File: src/rtl/rob_complete_arbiter.sv
// rob_complete_arbiter
// Merges result writebacks from NUM_REQ functional units onto the three
// registered ROB completion ports. Up to three grants per cycle are made under
// rotating round-robin priority. A request whose ROB index collides with an
// already-granted request in the same cycle is skipped, and a sticky error
// flag is raised.
module rob_complete_arbiter #(
  parameter int NUM_REQ   = 4,
  parameter int WORD_SIZE = 32,
  parameter int PC_SIZE   = 32,
  parameter int ROB_SIZE  = 16,
  localparam int IDXW     = $clog2(ROB_SIZE)
) (
  input  logic                           clk_i,
  input  logic                           rst_i,
  input  logic                           flush_i,
  input  logic [NUM_REQ-1:0]             req_valid_i,
  input  logic [NUM_REQ*IDXW-1:0]        req_indx_i,
  input  logic [NUM_REQ*PC_SIZE-1:0]     req_pc_i,
  input  logic [NUM_REQ*WORD_SIZE-1:0]   req_val_i,
  output logic [NUM_REQ-1:0]             req_ready_o,
  output logic                           en_complete_instr0_o,
  output logic                           en_complete_instr1_o,
  output logic                           en_complete_instr2_o,
  output logic [IDXW-1:0]                complete_indx0_o,
  output logic [IDXW-1:0]                complete_indx1_o,
  output logic [IDXW-1:0]                complete_indx2_o,
  output logic [PC_SIZE-1:0]             complete_pc0_o,
  output logic [PC_SIZE-1:0]             complete_pc1_o,
  output logic [PC_SIZE-1:0]             complete_pc2_o,
  output logic [WORD_SIZE-1:0]           complete_val0_o,
  output logic [WORD_SIZE-1:0]           complete_val1_o,
  output logic [WORD_SIZE-1:0]           complete_val2_o,
  output logic                           dup_err_o
);

  localparam int PTRW  = $clog2(NUM_REQ);
  localparam int NPORT = 3;

  // Arbitration state and registered ROB ports.
  logic [PTRW-1:0]      r_rr_ptr;
  logic [NPORT-1:0]     r_en;
  logic [IDXW-1:0]      r_indx [NPORT];
  logic [PC_SIZE-1:0]   r_pc   [NPORT];
  logic [WORD_SIZE-1:0] r_val  [NPORT];
  logic                 r_dup_err;

  // Combinational arbitration results.
  logic [NUM_REQ-1:0]   w_ready;
  logic [NPORT-1:0]     w_slot_en;
  logic [PTRW-1:0]      w_sel  [NPORT];
  logic [IDXW-1:0]      w_gidx [NPORT];
  logic [1:0]           w_n;
  logic [PTRW:0]        w_scan;
  logic [PTRW-1:0]      w_k;
  logic [IDXW-1:0]      w_cand;
  logic                 w_hit;
  logic                 w_dup;
  logic [PTRW-1:0]      w_last;
  logic [PTRW-1:0]      w_next_ptr;

  // Scan requesters from rr_ptr, granting the first three valid, non-colliding ones in port order.
  always_comb begin
    // NOTE: every variable gets a default before any conditional write so no latch is inferred.
    w_ready   = '0;
    w_slot_en = '0;
    w_n       = 2'd0;
    w_scan    = '0;
    w_k       = '0;
    w_cand    = '0;
    w_hit     = 1'b0;
    w_dup     = 1'b0;
    w_last    = '0;
    for (int s = 0; s < NPORT; s++) begin
      w_sel[s]  = '0;
      w_gidx[s] = '0;
    end
    if (!rst_i && !flush_i) begin
      for (int i = 0; i < NUM_REQ; i++) begin
        w_scan = {1'b0, r_rr_ptr} + (PTRW+1)'(i);
        if (w_scan >= (PTRW+1)'(NUM_REQ)) w_scan = w_scan - (PTRW+1)'(NUM_REQ);
        w_k    = w_scan[PTRW-1:0];
        w_cand = req_indx_i[int'(w_k)*IDXW +: IDXW];
        if (req_valid_i[w_k] && (w_n < 2'd3)) begin
          w_hit = 1'b0;
          for (int s = 0; s < NPORT; s++) begin
            if ((2'(s) < w_n) && (w_gidx[s] == w_cand)) w_hit = 1'b1;
          end
          if (w_hit) begin
            w_dup = 1'b1;
          end else begin
            w_ready[w_k]   = 1'b1;
            w_sel[w_n]     = w_k;
            w_gidx[w_n]    = w_cand;
            w_slot_en[w_n] = 1'b1;
            w_last         = w_k;
            w_n            = w_n + 2'd1;
          end
        end
      end
    end
    w_next_ptr = (w_last == PTRW'(NUM_REQ - 1)) ? '0 : w_last + 1'b1;
  end

  assign req_ready_o = w_ready;

  // Register granted requests onto the ROB ports and advance the round-robin pointer.
  always_ff @(posedge clk_i or posedge rst_i) begin
    if (rst_i) begin
      r_rr_ptr  <= '0;
      r_en      <= '0;
      r_dup_err <= 1'b0;
      // NOTE: the port data registers are few and must read as zero out of reset, so they are reset like ordinary flops.
      for (int s = 0; s < NPORT; s++) begin
        r_indx[s] <= '0;
        r_pc[s]   <= '0;
        r_val[s]  <= '0;
      end
    end else begin
      // NOTE: non-blocking assignments keep every flop sampling pre-edge values regardless of statement order.
      if (w_dup) r_dup_err <= 1'b1;
      if (flush_i) begin
        r_en     <= '0;
        r_rr_ptr <= '0;
      end else begin
        r_en <= w_slot_en;
        for (int s = 0; s < NPORT; s++) begin
          if (w_slot_en[s]) begin
            r_indx[s] <= req_indx_i[int'(w_sel[s])*IDXW      +: IDXW];
            r_pc[s]   <= req_pc_i  [int'(w_sel[s])*PC_SIZE   +: PC_SIZE];
            r_val[s]  <= req_val_i [int'(w_sel[s])*WORD_SIZE +: WORD_SIZE];
          end
        end
        if (|w_ready) r_rr_ptr <= w_next_ptr;
      end
    end
  end

  assign en_complete_instr0_o = r_en[0];
  assign en_complete_instr1_o = r_en[1];
  assign en_complete_instr2_o = r_en[2];
  assign complete_indx0_o     = r_indx[0];
  assign complete_indx1_o     = r_indx[1];
  assign complete_indx2_o     = r_indx[2];
  assign complete_pc0_o       = r_pc[0];
  assign complete_pc1_o       = r_pc[1];
  assign complete_pc2_o       = r_pc[2];
  assign complete_val0_o      = r_val[0];
  assign complete_val1_o      = r_val[1];
  assign complete_val2_o      = r_val[2];
  assign dup_err_o            = r_dup_err;

endmodule

File: config.mk
export PLATFORM = sky130hd
export DESIGN_NAME = rob_complete_arbiter
export DESIGN_NICKNAME = d
export VERILOG_FILES = /design/src/rtl/rob_complete_arbiter.sv
export SDC_FILE = /design/constraint.sdc
export NUM_CORES = 1
export LEC_CHECK = 0
export BUFFER_PORTS_ARGS = -buffer_cell sky130_fd_sc_hd__clkbuf_2
export CELL_PAD_IN_SITES_DETAIL_PLACEMENT = 1
export CELL_PAD_IN_SITES_GLOBAL_PLACEMENT = 2
export CORE_ASPECT_RATIO = 0.6
export CORE_MARGIN = 2
export CORE_UTILIZATION = 33
export DETAILED_ROUTE_END_ITERATION = 8
export GPL_ROUTABILITY_DRIVEN = 0
export GPL_TIMING_DRIVEN = 0
export PLACE_DENSITY = 0.86
export SLEW_MARGIN = 20
export SYNTH_ARGS = -nofsm -noshare
export SYNTH_HDL_FRONTEND = slang
export SYNTH_SLANG_ARGS = --single-unit
File: constraint.sdc
create_clock -name clk_i -period 18.4 [get_ports clk_i]
set_clock_uncertainty 0.15 [all_clocks]
set_input_delay 0.92 -clock clk_i [delete_from_list [all_inputs] [get_ports clk_i]]
set_output_delay 0.92 -clock clk_i [all_outputs]
set_load 0.01 [all_outputs]
== Word level (Yosys, flattened, before mapping) ==
Cells that the tools add are included.

* Register bits after elaboration: 210
* Bits of input ports: 279
* Output and inout port bits: 212
* Logic and storage cells: 247

* Add/sub/neg operators: 10
* $lt $le $gt $ge: 36
* Equality and inequality tests: 8
* Shift operators: 13
* Muxes and demuxes: 127
* Bitwise logic cells: 10
* Reductions and logical operators: 31

{| class="wikitable"
|+ Operator list
! kind !! count
|-
| indexed part select 128 x 8 -> 32 bit || 6
|-
| indexed part select 16 x 5 -> 4 bit || 7
|-
| two-way mux 12 bit || 6
|-
| two-way mux 2 bit || 30
|-
| two-way mux 4 bit || 15
|-
| two-way mux 6 bit || 9
|-
| two-way mux 1 bit || 36
|-
| two-way mux 3 bit || 10
|-
| == test 4 bit || 7
|-
| bitwise mux 12 bit || 2
|-
| logical AND 1 bit || 23
|-
| less-than comparator 2 x 3 -> 1 bit, second input constant || 7
|-
| bitwise mux 6 bit || 3
|-
| greater-or-equal comparator 3 bit, second input constant || 6
|-
| demux 4 bit (select 2 bit) || 2
|-
| demux 1 bit (select 2 bit) || 7
|-
| greater-or-equal comparator 2 x 1 -> 1 bit, second input constant || 7
|-
| demux 2 bit (select 2 bit) || 3
|-
| less-than comparator 1 x 2 -> 1 bit, first input constant || 6
|-
| OR 4 bit || 3
|-
| less-than comparator 3 x 1 -> 1 bit, second input constant || 3
|-
| inverter 2 -> 3 bit || 3
|-
| binary-select mux 1 bit (select 2 bit) || 4
|-
| subtractor 2 x 1 -> 2 bit, second input constant || 4
|-
| 15 further kinds || 26
|}

== Longest topological paths before layout ==
Gate-level depths: netlist of run 1.

* Depth after elaboration: 41
* Depth in mapped cells: 21
* Depth with buffers taken out: 15

== Worst setup path before layout of run 1 ==
No wires, ideal clock.

* Path type: in2reg
* Start: input rst_i
* End: register r_rr_ptr[1]
* Setup time: 0.153 ns
* Arrival: 6.180 ns
* Data required time: 18.097 ns
* Setup slack: 11.918 ns
* Cell stages on the path: 4
* Path buffers: 0
* Path through: inv_1 -> o31ai_2 -> a211oi_1 -> a211oi_1

* Longest elaborated chain between the ends: 7
* Elaborated cells between the ends (all ways): 11
* Classes of those cells: add/sub: 1; eq/ne: 1; mux: 5; reduce/logical: 4

{| class="wikitable"
|+ RTL lines
! element !! RTL line !! source
|-
| start: declaration || 15 || <nowiki>input logic rst_i,</nowiki>
|-
| logical NOT 1 bit (no line) (*) || - ||
|-
| logical AND 1 bit (*) || 78 || <nowiki>if (!rst_i && !flush_i) begin</nowiki>
|-
| two-way mux 2 bit || 78 ||
|-
| adder 2 x 1 -> 2 bit or == test 2 bit (tied branches) || 102 || <nowiki>w_next_ptr = (w_last == PTRW'(NUM_REQ - 1)) ? '0 : w_last + 1'b1;</nowiki>
|-
| two-way mux 2 bit || 102 ||
|-
| two-way mux 2 bit || 134 || <nowiki>if (|w_ready) r_rr_ptr <= w_next_ptr;</nowiki>
|-
| two-way mux 2 bit || 122 || <nowiki>if (flush_i) begin</nowiki>
|-
| end signal: assignment || 134 ||
|-
| end: declaration || 41 || <nowiki>logic [PTRW-1:0] r_rr_ptr;</nowiki>
|}

Every way passes the cells marked *; elsewhere a longest branch is shown, timed or not. The select of a mux whose other input is x is not followed.
A chain may end at the register's enable or synchronous reset.

== Final worst setup path of run 1 ==
* Start: register r_rr_ptr[0]
* End: output req_ready_o[1]

* Longest elaborated chain between the ends: 37
* Elaborated cells between the ends (all ways): 144
* Classes of those cells: add/sub: 9; order compare: 28; eq/ne: 7; shift: 4; mux: 72; bitwise: 5; reduce/logical: 19

{| class="wikitable"
|+ RTL lines
! element !! RTL line !! source
|-
| parallel branches: the longest is 35 deep, another holds adder 2 x 1 -> 3 bit || - ||
|-
| two-way mux 4 bit (*) || 84 || <nowiki>if (req_valid_i[w_k] && (w_n < 2'd3)) begin</nowiki>
|-
| two-way mux 4 bit (*) || 78 ||
|-
| end: declaration || 21 || <nowiki>output logic [NUM_REQ-1:0] req_ready_o,</nowiki>
|}

Mark *: on every way between the ends. The select of a mux whose other input is x is not followed.

==> results of run 1 <==
final timing paths:
check | start | endpoint | slack, ns | cells past startpoint
setup / recovery | r_rr_ptr[0] | req_ready_o[1] | 11.33 | 18
hold / removal | rst_i | complete_pc2_o[21] | 0.31 | 2
setup reg to reg | r_rr_ptr[0] | complete_pc1_o[0] | 11.48 | 18
hold reg to reg | complete_val0_o[5] | complete_val0_o[5] | 0.33 | 2
max in group asynchronous | rst_i | complete_val2_o[28] | 16.85 | 3
min in group clk_i | complete_val0_o[5] | complete_val0_o[5] | 0.33 | 2
metrics by stage:
stage	area (µm²)	power, mW
2_1_floorplan	15080	2.755
3_3_place_gp	18270	3.762
3_5_place_dp	18340	3.845
4_1_cts	19240	4.419
5_1_grt	19250	4.671
6_report	19270	4.435
sequential cells by signal, summed over array words and instances, names as in the netlist:
signal,flops
complete_val2_o,32
complete_val1_o,32
complete_pc2_o,32
complete_indx2_o,4
complete_val0_o,32
complete_indx1_o,4
r_en,3
dup_err_o,1
complete_indx0_o,4
r_rr_ptr,2
complete_pc0_o,32
complete_pc1_o,32
layer usage:
metal,vias to the layer above,wire [µm]
li1,6914,-
met1,8239,34730
met2,662,34140
met3,142,5308
met4,2,2618
met5,-,13
logic make-up (layout without fill, tap and decap cells):
logic type      after synthesis  after routing  synth area share
xor+xnor                     20             20           0.01261
buf+inv                     147            687           0.04762
flops                       210            210            0.3484
mux                         400            400            0.2855
simple gates                394            394            0.1116
other cells                   0             12                 0
fa+ha+maj                     6              6          0.004977
compound gates              385            385            0.1893
worst max-delay path: cells and delay by family (launching register included):
kind / cells / cell delay, ns
buffers and inverters: 7 / 1.79
adders and majority gates: 1 / 0.42
AOI/OAI and AO/OA: 5 / 1.39
and+or+nand+nor: 3 / 0.52
muxes: 1 / 0.64
xor gates and xnor gates: 1 / 0.22
DFF: 1 / 0.45
layout make-up:
class,count,share of cell area
clock buffers,40,0.04124
clock inverters,8,0.005260
repair buffers,492,0.1301
flip-flops and latches,210,0.2728
plain buffers,135,0.03494
diodes,12,0.001559
multi-input cells,1205,0.4731
inverters,12,0.002728
well taps,589,0.03825
power groups by stage:
stage	registers [mW]	logic, mW	clock network, mW
2_1_floorplan	0.922	1.83	0
3_3_place_gp	0.843	2.92	0
3_5_place_dp	0.847	3.00	0
4_1_cts	0.845	3.01	0.566
5_1_grt	0.869	3.22	0.585
6_report	0.848	3.03	0.559
synthesized netlist by cell type, drive strengths merged, types with 3 or more instances:
master and number:
nor2b 3, o22ai 3, mux2i 311, a211oi 78
nor2 62, nand4 3, clkbuf 65, o21ai 155
and2 5, and3 38, a22oi 4, xnor2 16
a222oi 4, nand2b 5, nand2 257, nand3 5
mux2 72, o221ai 100, a21oi 13, nand3b 3
xor2 4, buf 70, nor3 5, dfrtp 210
ha 6, inv 10, mux4 17, o21a 3
==> impl_metrics.env, run 1 <==
export IMPL_p_switching_mw=2.261
export IMPL_dp_hpwl_um=57300
export IMPL_maxCapViolations=0
export IMPL_cts_buffers=26
export IMPL_initial_core_util=0.3354
export IMPL_crit_arrival_ns=6.00
export IMPL_fillers=5334
export IMPL_vias=15960
export IMPL_ios=491
export IMPL_grt_pass1_vias=16660
export IMPL_drc=0
export IMPL_ys_ff_latch=210
export IMPL_critPathMostFrequentCell="buf_6"
export IMPL_swShare=0.5098
export IMPL_yosys_warnings=0
export IMPL_overflow=0
export IMPL_ff_latch_area_um2=5255
export IMPL_holdWs_ns=0.3137
export IMPL_antenna_found_initial=12
export IMPL_rsz0062_at_grt="false"
export IMPL_synthCells=1562
export IMPL_wl_per_cell_um=28.41
export IMPL_fin_setup_tns_ns=0
export IMPL_grt_pass1_wl_um=111100
export IMPL_fp_dieArea_um2=47490
export IMPL_setup_viol=0
export IMPL_post_cts_resize_count=0
export IMPL_end_kind="output port"
export IMPL_drtAntennaViolNets=0
export IMPL_routed_wl_um=76800
export IMPL_die_x_um=280.0
export IMPL_vias_per_cell=5.904
export IMPL_cp_cell_sequence="buf_6 > buf_6 > buf_6 > clkinv_1 > ha_1 > buf_2 > mux4_2 > xnor2_1 > a22oi_1 > a2111o_1 > o21ai_2 > nor3_2 > nor3_1 > o21a_1 > clkbuf_1 > nand2_1 > a21oi_1 > clkbuf_2"
export IMPL_start_kind="flip-flop"
export IMPL_cts_tree="built"
export IMPL_fp_dieH_um=169.6
export IMPL_dp_cells=2643
export IMPL_ys_flop_type="dfrtp_1"
export IMPL_final_common_cell="clkbuf_2"
export IMPL_tightestPinTransition_ns=1.058
export IMPL_use_met3=0.06498
export IMPL_multi_input_area_um2=9115
export IMPL_finalCritPeriodShare=0.3845
export IMPL_grt_max_degree=92
export IMPL_fmax_ghz=0.1413
export IMPL_sequentialPowerShare=0.191
export IMPL_num_rows=60
export IMPL_io_buffer_count=490
export IMPL_path_clk_slew_ns=0.06
export IMPL_final_nets=2367
export IMPL_drive_gt1_frac=0.3539
export IMPL_slowest_delay_ns=0.64
export IMPL_layout_common_cells="490 x clkbuf_2, 311 x mux2i_1, 257 x nand2_1"
export IMPL_ys_types=70
export IMPL_synth_area_per_cell_um2=9.656
export IMPL_hold_buffers=0
export IMPL_met1_usage=0.4337
export IMPL_p_comb_frac=0.683
export IMPL_min_path_type="in -> async"
export IMPL_top_usage_layer="met2"
export IMPL_run_status="finished, final reports clean"
export IMPL_yosysTopAreaCell="dfrtp_1"
export IMPL_htree_num_levels=1
export IMPL_fin_cells=2703
export IMPL_power_per_cell_area_nw_per_um2=230.2
export IMPL_critPathKind="reg -> out"
export IMPL_required_ns=17.33
export IMPL_slowest_stage="mux4_2"
export IMPL_period_needed_ns=7.075
export IMPL_place_ws_ns=11.54
export IMPL_area_growth_pct=27.73
export IMPL_drt_iter0_drc=1251
export IMPL_ys_top_cells_by_area="dfrtp_1 35%, mux2i_1 21%, nand2_1 6.4%"
export IMPL_synth_async_sr_flop_share=1.000
export IMPL_grt_total_usage=0.3125
export IMPL_fin_ws_ns=11.33
export IMPL_ctsRootBufferMaster="clkbuf_16"
export IMPL_dr_pass1_iters=6
export IMPL_clock_sinks=210
export IMPL_synthesis_nets=1847
export IMPL_clk_path_buf_depth=3
export IMPL_worst_path_max_fanout=10
export IMPL_utilization=0.4284
export IMPL_p_clk_frac=0.126
export IMPL_synth_edff_count=0
export IMPL_internal_power_mw=2.174
export IMPL_maxSlewViolCount=0
export IMPL_core_area_um2=44970
export IMPL_insertion_delay_ns=0.56
export IMPL_syn_area_um2=15080
export IMPL_ys_seq_area_frac=0.3484
export IMPL_ir_drop_mv=0.08363
export IMPL_p_leak_nw=8.960
export IMPL_hold_violations=0
export IMPL_yosysTopAreaCellShare=0.3484
export IMPL_met2_usage=0.4818
export IMPL_postCtsSetupBuffers=0
export IMPL_relSlewSlack=0.2918
(Power assumes the default switching activity.)
==> run 2, diff against run 1 <==
- CORE_UTILIZATION: 33 -> 28
- PLACE_DENSITY: 0.86 -> 0.78
- clock period: 18.4 -> 6.13 ns (I/O delays scaled with it)
==> run 2 against run 1 <==
  * Cell count is 14% higher
  * Sequential share of layout area is 3.7 points lower
  * Sequential cell count stayed put
  * Critical endpoint is now complete_val0_o[18]
  * Largest cell class unchanged
==> impl_metrics.env, run 2 (same netlist as run 1, synthesis figures left out) <==
export IMPL_end_kind="flip-flop"
export IMPL_maxSlewViolCount=0
export IMPL_p_leak_nw=10.20
export IMPL_die_x_um=303.6
export IMPL_cp_startpoint="r_rr_ptr[1]"
export IMPL_swShare=0.5090
export IMPL_insertion_delay_ns=0.58
export IMPL_period_needed_ns=5.887
export IMPL_fin_setup_tns_ns=0
export IMPL_multi_input_area_um2=9200
export IMPL_rr_startpoint="r_rr_ptr[1]"
export IMPL_path_clk_slew_ns=0.08
export IMPL_cts_tree="built"
export IMPL_fp_dieArea_um2=55800
export IMPL_htree_num_levels=1
export IMPL_antenna_found_initial=3
export IMPL_initial_core_util=0.2853
export IMPL_ios=491
export IMPL_required_ns=6.41
export IMPL_fillers=6159
export IMPL_min_path_type="in -> reg"
export IMPL_overflow=0
export IMPL_ctsRootBufferMaster="clkbuf_16"
export IMPL_wl_per_cell_um=27.30
export IMPL_drive_gt1_frac=0.3307
export IMPL_tightestPinTransition_ns=1.035
export IMPL_dp_hpwl_um=59550
export IMPL_num_rows=65
export IMPL_routed_wl_um=83860
export IMPL_fin_cells=3072
export IMPL_layout_common_cells="500 x clkbuf_2, 311 x mux2i_1, 257 x nand2_1"
export IMPL_ff_latch_area_um2=5256
export IMPL_rsz0062_at_grt="false"
export IMPL_io_buffer_count=490
export IMPL_run_status="finished, final reports clean"
export IMPL_final_common_cell="clkbuf_2"
export IMPL_p_comb_frac=0.685
export IMPL_power_mw=13.93
export IMPL_area_growth_pct=47.86
export IMPL_relSlewSlack=0.3098
export IMPL_hold_violations=0
export IMPL_fin_area_um2=22300
export IMPL_dp_cells=2763
export IMPL_final_nets=2630
export IMPL_fp_dieH_um=183.8
export IMPL_dr_pass1_iters=5
export IMPL_placement_cell_area_um2=18600
export IMPL_start_kind="flip-flop"
export IMPL_internal_power_mw=6.839
export IMPL_cts_buffers=26
export IMPL_power_per_cell_area_nw_per_um2=624.5
export IMPL_grt_pass1_wl_um=123300
export IMPL_finalCritPeriodShare=0.9604
export IMPL_drt_iter0_drc=989
export IMPL_clock_sinks=210
export IMPL_fin_ws_ns=0.2429
export IMPL_vias=17240
export IMPL_grt_total_usage=0.2911
export IMPL_clk_path_buf_depth=3
export IMPL_place_ws_ns=-0.6883
export IMPL_maxCapViolations=0
export IMPL_grt_max_degree=30
export IMPL_ir_drop_mv=0.2987
export IMPL_p_clk_frac=0.131
export IMPL_utilization=0.4219
export IMPL_crit_arrival_ns=6.17
export IMPL_fmax_ghz=0.1699
export IMPL_sequentialPowerShare=0.184
export IMPL_core_area_um2=52860
export IMPL_critPathKind="reg -> reg"
export IMPL_holdWs_ns=0.01859
export IMPL_vias_per_cell=5.612
export IMPL_drtAntennaViolNets=0
export IMPL_setup_viol=0
export IMPL_worstHoldStart="req_val_i[96]"
export IMPL_grt_pass1_vias=18870
export IMPL_worst_path_max_fanout=10
export IMPL_drc=0
export IMPL_p_switching_mw=7.089
run 2: routing by layer:
layer / global-route usage / vias up / wire length (µm)
met5: 0 / - / 0
met4: 0.1164 / 0 / 3192
li1: - / 7433 / -
met2: 0.4764 / 797 / 38700
met3: 0.05752 / 204 / 5278
met1: 0.3788 / 8807 / 36690
run 2: area by class of cell:
| class | instances | area share |
|---|---|---|
| multi-input combinational | 1205 | 0.4125 |
| timing repair buffer | 757 | 0.2333 |
| tap | 703 | 0.03944 |
| buffer | 133 | 0.03304 |
| clock inverter | 14 | 0.01144 |
| antenna | 4 | 0.0004488 |
| inverter | 12 | 0.002300 |
| clock buffer | 34 | 0.03187 |
| sequential | 210 | 0.2357 |
run 2: final timing paths:
check | endpoint | slack [ns] | cells after the start
setup / recovery | complete_val0_o[18] | 0.24 | 14
hold / removal | complete_val1_o[0] | 0.02 | 3
setup reg to reg | complete_val0_o[18] | 0.24 | 14
hold reg to reg | complete_val0_o[2] | 0.33 | 2
max in group asynchronous | complete_val0_o[27] | 4.44 | 6
min in group asynchronous | complete_pc1_o[29] | 0.30 | 3
run 2: critical path, cell delays in order, from the launching register on:
cell      delay, ns
dfrtp_2        0.51
buf_4          0.26
clkinv_1       0.35
ha_1           0.41
clkbuf_4       0.24
mux4_2         0.57
clkbuf_1       0.28
or2_2          0.42
o21ai_0        0.24
a22oi_1        0.18
nor2_4         0.45
clkbuf_1       0.74
mux2_2         0.41
o21ai_0        0.35
o21ai_0        0.15
run 2: power groups by stage:
stage                     combinational (mW)  clock, mW  sequential [mW]
after CTS                               9.29       1.84             2.55
after global routing                    10.1       1.90             2.63
final                                   9.54       1.82             2.57
after detailed placement                9.07          0             2.56
after floorplan                         5.50          0             2.77
after global placement                  8.89          0             2.54
run 2: repair_timing:
| item | in CTS | in global routing |
|---|---|---|
| setup endpoints to repair | 195 | 188 |
| resized for setup | 12 | 63 |
| endpoints found under the hold margin | 152 | 0 |
| pin swaps | 1 | 3 |
| hold buffers | 252 | 0 |
| buffers inserted | 3 | 4 |
==> run 3, diff against run 2 <==
- CTS_BUF_LIST: not set -> sky130_fd_sc_hd__clkbuf_8
- MAX_ROUTING_LAYER: not set -> met4
==> run 3 against run 2 <==
  * Fmax up 1.4%
  * Routed wire length down 0.35%
  * Global-route usage grew 0.86 points
  * Sequential share of layout area grew 0.17 points
  * Worst hold slack better by 0.013 ns
==> impl_metrics.env, run 3 (same netlist as run 1, synthesis figures left out) <==
export IMPL_htree_num_levels=2
export IMPL_grt_pass1_wl_um=122800
export IMPL_antenna_found_initial=5
export IMPL_grt_max_degree=30
export IMPL_sequentialPowerShare=0.188
export IMPL_met1_usage=0.3820
export IMPL_relSlewSlack=0.3198
export IMPL_dr_pass1_iters=5
export IMPL_vias_per_cell=5.607
export IMPL_area_growth_pct=46.79
export IMPL_path_clk_slew_ns=0.06
export IMPL_drc=0
export IMPL_internal_power_mw=6.555
export IMPL_initial_core_util=0.2853
export IMPL_tightestPinTransition_ns=1.020
export IMPL_drive_gt1_frac=0.3339
export IMPL_min_path_type="in -> reg"
export IMPL_required_ns=6.41
export IMPL_maxSlewViolCount=0
export IMPL_ios=491
export IMPL_multi_input_area_um2=9211
export IMPL_hold_violations=0
export IMPL_use_met3=0.05695
export IMPL_core_area_um2=52860
export IMPL_dp_hpwl_um=59550
export IMPL_swShare=0.5185
export IMPL_run_status="finished, final reports clean"
export IMPL_ctsRootBufferMaster="clkbuf_8"
export IMPL_top_usage_layer="met2"
export IMPL_end_kind="flip-flop"
export IMPL_ir_drop_mv=0.3363
export IMPL_clk_path_buf_depth=3
export IMPL_routed_wl_um=83570
export IMPL_setup_viol=0
export IMPL_cts_tree="built"
export IMPL_p_clk_frac=0.111
export IMPL_power_mw=13.61
export IMPL_final_nets=2642
export IMPL_finalCritPeriodShare=0.9474
export IMPL_worst_path_max_fanout=10
export IMPL_num_rows=65
export IMPL_fp_dieArea_um2=55800
export IMPL_ff_latch_area_um2=5256
export IMPL_vias=17340
export IMPL_drtAntennaViolNets=0
export IMPL_maxCapViolations=0
export IMPL_overflow=0
export IMPL_fp_dieH_um=183.8
export IMPL_p_switching_mw=7.059
export IMPL_insertion_delay_ns=0.55
export IMPL_fillers=6220
export IMPL_rsz0062_at_grt="false"
export IMPL_io_buffer_count=490
export IMPL_grt_pass1_vias=18980
export IMPL_period_needed_ns=5.808
export IMPL_crit_arrival_ns=6.09
export IMPL_grt_total_usage=0.2997
export IMPL_power_per_cell_area_nw_per_um2=614.9
export IMPL_p_comb_frac=0.700
export IMPL_drt_iter0_drc=1073
export IMPL_final_common_cell="clkbuf_2"
export IMPL_layout_common_cells="500 x clkbuf_2, 311 x mux2i_1, 257 x nand2_1"
export IMPL_met2_usage=0.4751
export IMPL_clock_sinks=210
export IMPL_critPathKind="reg -> reg"
export IMPL_p_leak_nw=10.19
export IMPL_start_kind="flip-flop"
export IMPL_fmax_ghz=0.1722
export IMPL_wl_per_cell_um=27.02
export IMPL_dp_cells=2763
export IMPL_die_x_um=303.6
export IMPL_cts_buffers=39
export IMPL_fin_cells=3093
-- run 3: changes by cell type in the layout (fill, tap and decap cells not counted), moves of 4 or more --
cell       previous run  this run
clkbuf_1             53        48
clkbuf_8              3        48
inv_1                 8        21
bufinv_16             6         2
clkbuf_16            26         0
-- run 3: cell type report --
cell class,instances,area share
diodes,6,0.0006781
plain buffers,133,0.03306
clock buffers,48,0.02984
clock inverters,20,0.006329
inverters,12,0.002317
multi-input cells,1205,0.4160
flip-flops and latches,210,0.2374
well taps,703,0.03973
repair buffers,756,0.2346
-- run 3: worst paths after layout --
kind / cells after the start / slack, ns / start / to
min reg2reg: 2 / 0.33 / complete_val0_o[2] / complete_val0_o[2]
min: 3 / 0.03 / req_val_i[96] / complete_val2_o[0]
max reg2reg: 16 / 0.32 / r_rr_ptr[1] / complete_val0_o[7]
min in group asynchronous: 3 / 0.27 / rst_i / complete_pc1_o[29]
max in group asynchronous: 6 / 4.48 / rst_i / complete_val0_o[26]
max: 16 / 0.32 / r_rr_ptr[1] / complete_val0_o[7]
-- run 3: routing by layer --
layer	share of wire	vias to the layer above
met3	0.062	222
met2	0.46	800
li1	-	7452
met1	0.44	8868
met5	0	-
met4	0.037	0
-- run 3: metrics by stage --
step	hold slack, ns	area [µm²]	utilization	TNS (ns)	worst slack (ns)
finish	0.03177	22140	0.4188	0	0.3224
global route	0.01785	22140	0.4188	0	0.08082
CTS	0.0003076	21980	0.4157	0	0.05641
detailed placement	0.3057	18600	0.3518	-87.00	-0.6883
global placement	0.3149	18420	0.3484	-99.90	-0.8536
floorplan	0.2233	15090	-	0	1.185
-- run 3: critical path, cell delays in order, from the launching register on --
cell      delay [ns]
dfrtp_2         0.51
buf_4           0.26
clkinv_1        0.34
ha_1            0.40
clkbuf_4        0.24
mux4_2          0.57
clkbuf_1        0.28
or2_2           0.42
o21ai_0         0.26
a22oi_1         0.19
nor2_4          0.45
buf_2           0.44
buf_2           0.44
mux2i_1         0.27
nand2_1         0.09
o21ai_0         0.21
o21ai_0         0.13
-- run 3: power groups by stage --
stage	registers [mW]	logic, mW	clock network, mW
after floorplan	2.77	5.50	0
after global placement	2.54	8.89	0
after detailed placement	2.56	9.07	0
after CTS	2.55	9.27	1.54
after global routing	2.63	10.1	1.59
final	2.57	9.54	1.51
-- run 3: timing repair --
action	in CTS	in global routing
setup buffers	3	3
hold endpoints to repair	156	0
hold buffers	252	0
gates cloned	0	0
gates resized for setup	11	64
pin swaps	1	3
setup endpoints to repair	194	189
